--- config.mk ---
export PLATFORM = sky130hd
export DESIGN_NAME = pc_fetch_unit
export DESIGN_NICKNAME = d
export VERILOG_FILES = /design/src/rtl/pc_fetch_unit.sv
export SDC_FILE = /design/constraint.sdc
export NUM_CORES = 1
export LEC_CHECK = 0
export CORE_MARGIN = 10
export CORE_UTILIZATION = 53
export DETAILED_ROUTE_END_ITERATION = 10
export GPL_ROUTABILITY_DRIVEN = 1
export GPL_TIMING_DRIVEN = 0
export PLACE_DENSITY_LB_ADDON = 0.2
export SETUP_SLACK_MARGIN = 0.5
export SYNTH_ARGS = -nofsm -noshare
export SYNTH_HDL_FRONTEND = slang
export SYNTH_SLANG_ARGS = --single-unit
--- constraint.sdc ---
create_clock -name i_clk -period 7.75 [get_ports i_clk]
set_input_delay 1.55 -clock i_clk [delete_from_list [all_inputs] [get_ports i_clk]]
set_output_delay 1.55 -clock i_clk [all_outputs]
set_load 0.01 [all_outputs]
--- src/rtl/pc_fetch_unit.sv ---
// Instruction-fetch front end: PC register, single-outstanding imem request FSM
// and a 2-entry {pc,instr} buffer feeding decode, with redirect squashing.
module pc_fetch_unit #(
    parameter int             N        = 32,
    parameter logic [N-1:0]   RESET_PC = '0
) (
    input  logic          i_clk,
    input  logic          i_rst,
    input  logic          i_redirect,
    input  logic [N-1:0]  i_redirect_pc,
    output logic          o_imem_req,
    output logic [N-1:0]  o_imem_addr,
    input  logic          i_imem_ack,
    input  logic [31:0]   i_imem_rdata,
    output logic          o_if_valid,
    output logic [N-1:0]  o_if_pc,
    output logic [31:0]   o_if_instr,
    input  logic          i_id_ready
);

    typedef enum logic [1:0] {
        IDLE  = 2'd0,
        FETCH = 2'd1,
        HOLD  = 2'd2,
        DROP  = 2'd3
    } state_t;

    localparam logic [N-1:0] PC_STEP = N'(4);
    localparam logic [31:0]  NOP     = 32'h0000_0013;

    state_t       r_state;
    logic         r_req;
    logic [N-1:0] r_pc;
    logic [N-1:0] r_pend_pc;
    logic [1:0]   r_count;
    logic [N-1:0] r_hd_pc;
    logic [31:0]  r_hd_instr;
    logic [N-1:0] r_b1_pc;
    logic [31:0]  r_b1_instr;

    logic         w_ack;
    logic         w_push;
    logic         w_pop;
    logic [1:0]   w_count_nxt;

    // An ack only counts while a request is actually outstanding.
    assign w_ack  = i_imem_ack & r_req;
    assign w_push = w_ack & (r_state == FETCH) & ~i_redirect;
    assign w_pop  = (r_count != 2'd0) & i_id_ready & ~i_redirect;

    // Buffer occupancy after this cycle's push/pop/flush.
    always_comb begin
        w_count_nxt = r_count;
        if (i_redirect) begin
            w_count_nxt = 2'd0;
        end else if (w_push && !w_pop) begin
            w_count_nxt = r_count + 2'd1;
        end else if (w_pop && !w_push) begin
            w_count_nxt = r_count - 2'd1;
        end else begin
            w_count_nxt = r_count;
        end
    end

    // Two-entry buffer: head register drives decode, second slot shifts in on pop.
    always_ff @(posedge i_clk or posedge i_rst) begin
        if (i_rst) begin
            r_count    <= 2'd0;
            r_hd_pc    <= '0;
            r_hd_instr <= NOP;
            r_b1_pc    <= '0;
            r_b1_instr <= NOP;
        end else begin
            r_count <= w_count_nxt;
            if (w_push) begin
                if (r_count == 2'd0 || (r_count == 2'd1 && w_pop)) begin
                    r_hd_pc    <= r_pc;
                    r_hd_instr <= i_imem_rdata;
                end else if (r_count == 2'd1) begin
                    r_b1_pc    <= r_pc;
                    r_b1_instr <= i_imem_rdata;
                end else begin
                    r_hd_pc    <= r_b1_pc;
                    r_hd_instr <= r_b1_instr;
                    r_b1_pc    <= r_pc;
                    r_b1_instr <= i_imem_rdata;
                end
            end else if (w_pop && r_count == 2'd2) begin
                r_hd_pc    <= r_b1_pc;
                r_hd_instr <= r_b1_instr;
            end
        end
    end

    // Fetch FSM; r_pc stays at the in-flight address while in DROP so imem_addr is stable.
    always_ff @(posedge i_clk or posedge i_rst) begin
        if (i_rst) begin
            r_state   <= IDLE;
            r_req     <= 1'b0;
            r_pc      <= RESET_PC;
            r_pend_pc <= RESET_PC;
        end else begin
            case (r_state)
                IDLE: begin
                    r_state <= FETCH;
                    r_req   <= 1'b1;
                    if (i_redirect) begin
                        r_pc <= i_redirect_pc;
                    end
                end
                FETCH: begin
                    if (i_redirect) begin
                        if (w_ack) begin
                            r_pc <= i_redirect_pc;
                        end else begin
                            r_pend_pc <= i_redirect_pc;
                            r_state   <= DROP;
                        end
                    end else if (w_ack) begin
                        r_pc <= r_pc + PC_STEP;
                        if (w_count_nxt == 2'd2) begin
                            r_state <= HOLD;
                            r_req   <= 1'b0;
                        end
                    end
                end
                HOLD: begin
                    if (i_redirect) begin
                        r_pc    <= i_redirect_pc;
                        r_state <= FETCH;
                        r_req   <= 1'b1;
                    end else if (w_count_nxt != 2'd2) begin
                        r_state <= FETCH;
                        r_req   <= 1'b1;
                    end
                end
                DROP: begin
                    if (i_redirect) begin
                        r_pend_pc <= i_redirect_pc;
                    end
                    if (w_ack) begin
                        r_pc    <= i_redirect ? i_redirect_pc : r_pend_pc;
                        r_state <= FETCH;
                    end
                end
                default: begin
                    r_state <= IDLE;
                    r_req   <= 1'b0;
                end
            endcase
        end
    end

    assign o_imem_req  = r_req;
    assign o_imem_addr = r_pc;
    assign o_if_valid  = (r_count != 2'd0);
    assign o_if_pc     = r_hd_pc;
    assign o_if_instr  = r_hd_instr;

endmodule

After elaboration in Yosys (flattened, before gate mapping) --
Cells that the tools add are included.
Word-level totals: bits in registers 197, bits in latches 0, RAM bits 0, memory bits (read-only) 0, input bits 69, output and inout port bits 98, logic and storage cells 93, memories kept 0
Operators by class: $add $sub $neg 3, multiply operators 0, divide/modulo/power cells 0, $lt $le $gt $ge 0, equal/unequal tests 19, shift operators 0, multiplexer cells 35, bitwise gates (word level) 7, reductions and logical operators 20
Operators by type and width (count):
- 32-bit 2-to-1 mux | 16
- 32-bit one-hot mux with 3 select lines | 1
- 32-bit one-hot mux with 2 select lines | 1
- 32-bit by 3-bit adder with 32-bit output (second input constant) | 1
- 2-bit 2-to-1 mux | 10
- 2-bit inequality test (second input constant) | 6
- 5-bit AND reduction | 2
- 3-bit inequality test (second input constant) | 3
- 2-bit equality test (second input constant) | 4
- 2-bit one-hot mux with 4 select lines | 1
- 3-bit by 2-bit inequality test with 1-bit output (second input constant) | 2
- 3-bit AND reduction | 2
- 2-bit nonzero test | 3
- 1-bit bitwise AND | 5
- 1-bit 2-to-1 mux | 5
- 2-bit by 1-bit equality test with 1-bit output (second input constant) | 2
- 1-bit logical AND | 4
- 2-bit logical NOT | 2
- 2-bit by 1-bit inequality test with 1-bit output (second input constant) | 2
- 2-bit AND reduction | 2
- 1-bit one-hot mux with 3 select lines | 1
- 3-bit nonzero test | 1
- 2-bit by 1-bit adder with 2-bit output (second input constant) | 1
- 1-bit logical NOT | 2
- 4 further kinds | 5

Logic depth before layout (Yosys ltp) --
depth in word-level cells 13, depth in mapped cells 10, depth with buffers taken out 7

Worst setup path after synthesis --
No wires, ideal clock.
kind input port to flip-flop, from input i_redirect, to register r_b1_instr[10], setup time 0.125 ns, arrival time 2.772 ns, data required time 7.625 ns, setup slack 4.853 ns, stages 6, path through nor3b_4 > nand3_2 > nor2b_1 > buf_2 > buf_4 > mux2_2
On the way: word-level cells in the longest chain between the ends 6
RTL lines:
- from (decl) | RTL line 9 | input logic i_redirect,
- 1-bit inverter (*) | RTL line 48, 49
- 1-bit bitwise AND | RTL line 49 | assign w_pop = (r_count != 2'd0) & i_id_ready & ~i_redirect;
- 1-bit logical AND | RTL line 76 | if (r_count == 2'd0 || (r_count == 2'd1 && w_pop)) begin
- 1-bit logical OR | RTL line 76
- 1-bit inverter (no line)
- 2-bit AND reduction (no line) (*)
- to (signal assigned) | RTL line 81 | r_b1_instr <= i_imem_rdata;
- to (signal assigned) | RTL line 86 | r_b1_instr <= i_imem_rdata;
- to (decl) | RTL line 39 | logic [31:0] r_b1_instr;
Mark *: on every way between the ends. The rest lies on a longest branch, timed or not. A chain may end at the register's enable or synchronous reset.

Final worst setup path --
from input i_redirect, to register r_pc[11] (netlist: o_imem_addr[11])
On the way: word-level cells in the longest chain between the ends 3
RTL lines:
- 32-bit 2-to-1 mux
- 32-bit 2-to-1 mux | RTL line 141 | if (w_ack) begin
- 32-bit one-hot mux with 3 select lines | RTL line 103 | case (r_state)
- to (signal assigned) | RTL line 108 | r_pc <= i_redirect_pc;
- to (signal assigned) | RTL line 114 | r_pc <= i_redirect_pc;
- to (signal assigned) | RTL line 142 | r_pc <= i_redirect ? i_redirect_pc : r_pend_pc;
- to (decl) | RTL line 33 | logic [N-1:0] r_pc;
Parallel ways exist; a longest one is shown, timed or not. The select of a mux whose other input is x is not followed.

==> reports/results.txt <==
Core Rows - 48
Ports - 167
Post-synth ARST share - 1.00
Reg2Reg Setup Slack - 5330 ps
Max-slew violation count - 0
CP endpoint kind - flop
Grt ovf - 0
Die Span Y - 153 um
Vias per cell - 5.71
Worst R2R Path Depth - 10
Crit start category - input pin
Synth Flop Type - dfrtp_1
Largest net degree at the start of global routing - 121
Synth Area per Inst - 11.0 um^2
Synth cell types - 63
Slowest cell on the critical path - clkdlybuf4s50_1
Fillers - 1359
First-pass DRT Iterations - 6
CP peak stage delay - 550 ps
Area Growth Syn to Fin - 27.7%
Post-CTS Hold Fix Bufs - 0
Share of cells above drive strength 1 - 0.167
Vias in the first global route - 7206
Worst EP required - 8030 ps
Post-CTS Repair Setup Buffers - 0
Max Freq - 268 MHz
Count leader, synth - dfrtp_1
Synth top area cells - dfrtp_1 51%, mux2_2 12%, mux2i_1 6.4%
Final wirelength - 24300 um
GR Layer Usage met3 - 0.0531
Met1 Use GR - 0.280
Global-route wire length before repair - 39500 um
Maxcap violations - 0
Post-Syn Instances - 849
Full die area - 23300 um^2
Post-synthesis sequential area ratio - 0.529
Final hold vios - 0
Core footprint - 17300 um^2
M2 GR Usage - 0.320
Via Count - 7267
Slew margin rel. - 0.467
GRT Total Usage - 0.207
Port Buffer Count - 166
Diode count - 0
Die width - 153 um
Mapped cell area - 9330 um^2
Critical path, cell by cell - clkdlybuf4s50_1 -> buf_2 -> a21boi_1 -> buf_2 -> clkbuf_1 -> o21ai_0
Post-route ant nets - 0
H-tree depth - 4
Number of synthesized flops with an enable pin - 0
RSZ-0062 raised after global routing - no
NumNets Final - 1108
Clock buffer depth - 2
Clock skew - 8.12 ps
Final setup viols - 0
PwrDens - 380 nW/um^2
Routed length per instance - 19.1 um
CTS tree - yes
Ys Warns - 0
Worst EP arrival - 4010 ps
DP Wirelength - 17800 um
Fin area - 11900 um^2
Post-synth top area cell - dfrtp_1
DP Area - 11300 um^2
Critical Setup Path Class - input pin to flop
Later-pin clock latency in the skew report - 430 ps
Fin crit share - 0.481
Synthesis-stage register bit count - 197
Num CTS Buffers - 17
Ranking of synthesized cells by instance count - 191 x dfrtp_1, 104 x nand2_1, 97 x mux2_2, 72 x o21ai_0, 60 x mux2i_1
Most used cell, CP - buf_2
Initial Utilization - 0.539
CP Max Fanout - 10
Post-CTS sizing - 0
Status - finished clean
Sinks on Clock Net - 197
Leak Pwr - 0.00532 uW
Initial antenna violation count - 0
Worst slew pin tran - 797 ps
Minimum clock period after layout - 3730 ps
Synthesized net count - 922
WHS Path Cells - 2
Worst-path clk slew - 70 ps
Setup TNS Final - 0 ps
Top Usage Layer GRT - met2
Root Buffer - clkbuf_16
Hold Path Class - flop to flop
Fin cells - 1273
Top-area cell type share of the netlist area - 0.513
VDD IR max - 0.193 mV
Inst Count DP - 1241
Residual DRC - 0
GPL Wtd Cong - 0.884
1st-iter DRT viols - 481
-- final timing paths --
check                              startpoint              end
worst max-delay path               i_redirect  o_imem_addr[11]
worst min-delay path            o_if_instr[1]    o_if_instr[1]
worst max register to register     r_count[0]   o_if_instr[12]
worst min register to register  o_if_instr[1]    o_if_instr[1]
max in group asynchronous               i_rst    r_pend_pc[24]
min in group asynchronous               i_rst   o_if_instr[24]
-- critical path: cells and delay by family --
| family | cells | cell delay (ps) |
|---|---|---|
| AOI/OAI and AO/OA | 2 | 750 |
| buffers and inverters | 4 | 1690 |
-- cells by family (layout without fill, tap and decap cells) --
logic type | Yosys count | after routing | share of synthesized area
AO/OA/AOI/OAI | 199 | 199 | 0.125
XOR/XNOR | 2 | 2 | 0.00188
buffers and inverters | 74 | 273 | 0.0396
flip-flops | 197 | 197 | 0.529
multiplexers | 157 | 157 | 0.182
adder cells (fa/ha/maj) | 4 | 4 | 0.00537
AND/OR/NAND/NOR | 216 | 216 | 0.117
-- metrics by stage --
stage	utilization	total power [uW]	hold slack (ps)	setup WS (ps)
floorplan	-	2760	470	841
global placement	0.651	3580	454	-1760
detailed placement	0.654	3640	455	3650
CTS	0.689	4550	466	4100
global route	0.689	4810	505	3850
finish	0.689	4520	463	4020
-- sequential cells by signal (all words and copies together) (netlist names) --
register and flops:
o_if_instr 32, o_if_pc 32, o_imem_addr 32, r_b1_instr 32, r_b1_pc 32, r_pend_pc 32, r_count 2, r_state 2
o_imem_req 1
-- report_power, final --
group / total [uW] / switching, uW / internal [uW]
registers: 1850 / 355 / 1490
clock network: 902 / 408 / 495
logic: 1770 / 839 / 933
total: 4520 / 1600 / 2920
-- layer usage --
metal  vias to the layer above  routed length [um]
li1                       3435                   -
met3                        30                1640
met2                       280               11200
met5                         -                   0
met4                         0                 325
met1                      3522               11200
-- placed cells by master (no fill, tap or decap), types with 3 or more instances in the layout --
master and instances:
and2_1 3, nand2_1 104, buf_4 6, a2bb2oi_1 7
dfrtp_1 191, o21ai_0 72, mux2i_1 60, o211ai_1 7
inv_1 14, nor4_1 4, a21oi_1 43, o22ai_1 7
nor2b_1 6, o31a_1 3, inv_6 5, a221oi_1 6
a31oi_1 5, clkinv_4 5, nand4_1 10, buf_2 13
clkbuf_1 31, o311ai_0 3, o21ai_1 28, ha_1 4
clkdlybuf4s50_1 166, clkbuf_16 17, nand3_1 20, nor3_1 9
and3_1 12, dfstp_2 6, buf_6 7, mux2_2 97
nand3_2 3, or3_1 4, nor2_1 24
-- area by class of cell --
type / instances / area (um^2) / area share
inverter: 15 / 63.8 / 0.00536
clock buffer: 18 / 439 / 0.0369
multi-input combinational: 578 / 4020 / 0.337
sequential: 197 / 4940 / 0.415
clock inverter: 14 / 166 / 0.0140
timing repair buffer: 167 / 1690 / 0.142
tap: 225 / 282 / 0.0236
buffer: 59 / 313 / 0.0263
Note: power is estimated with default switching activity, not from simulation.
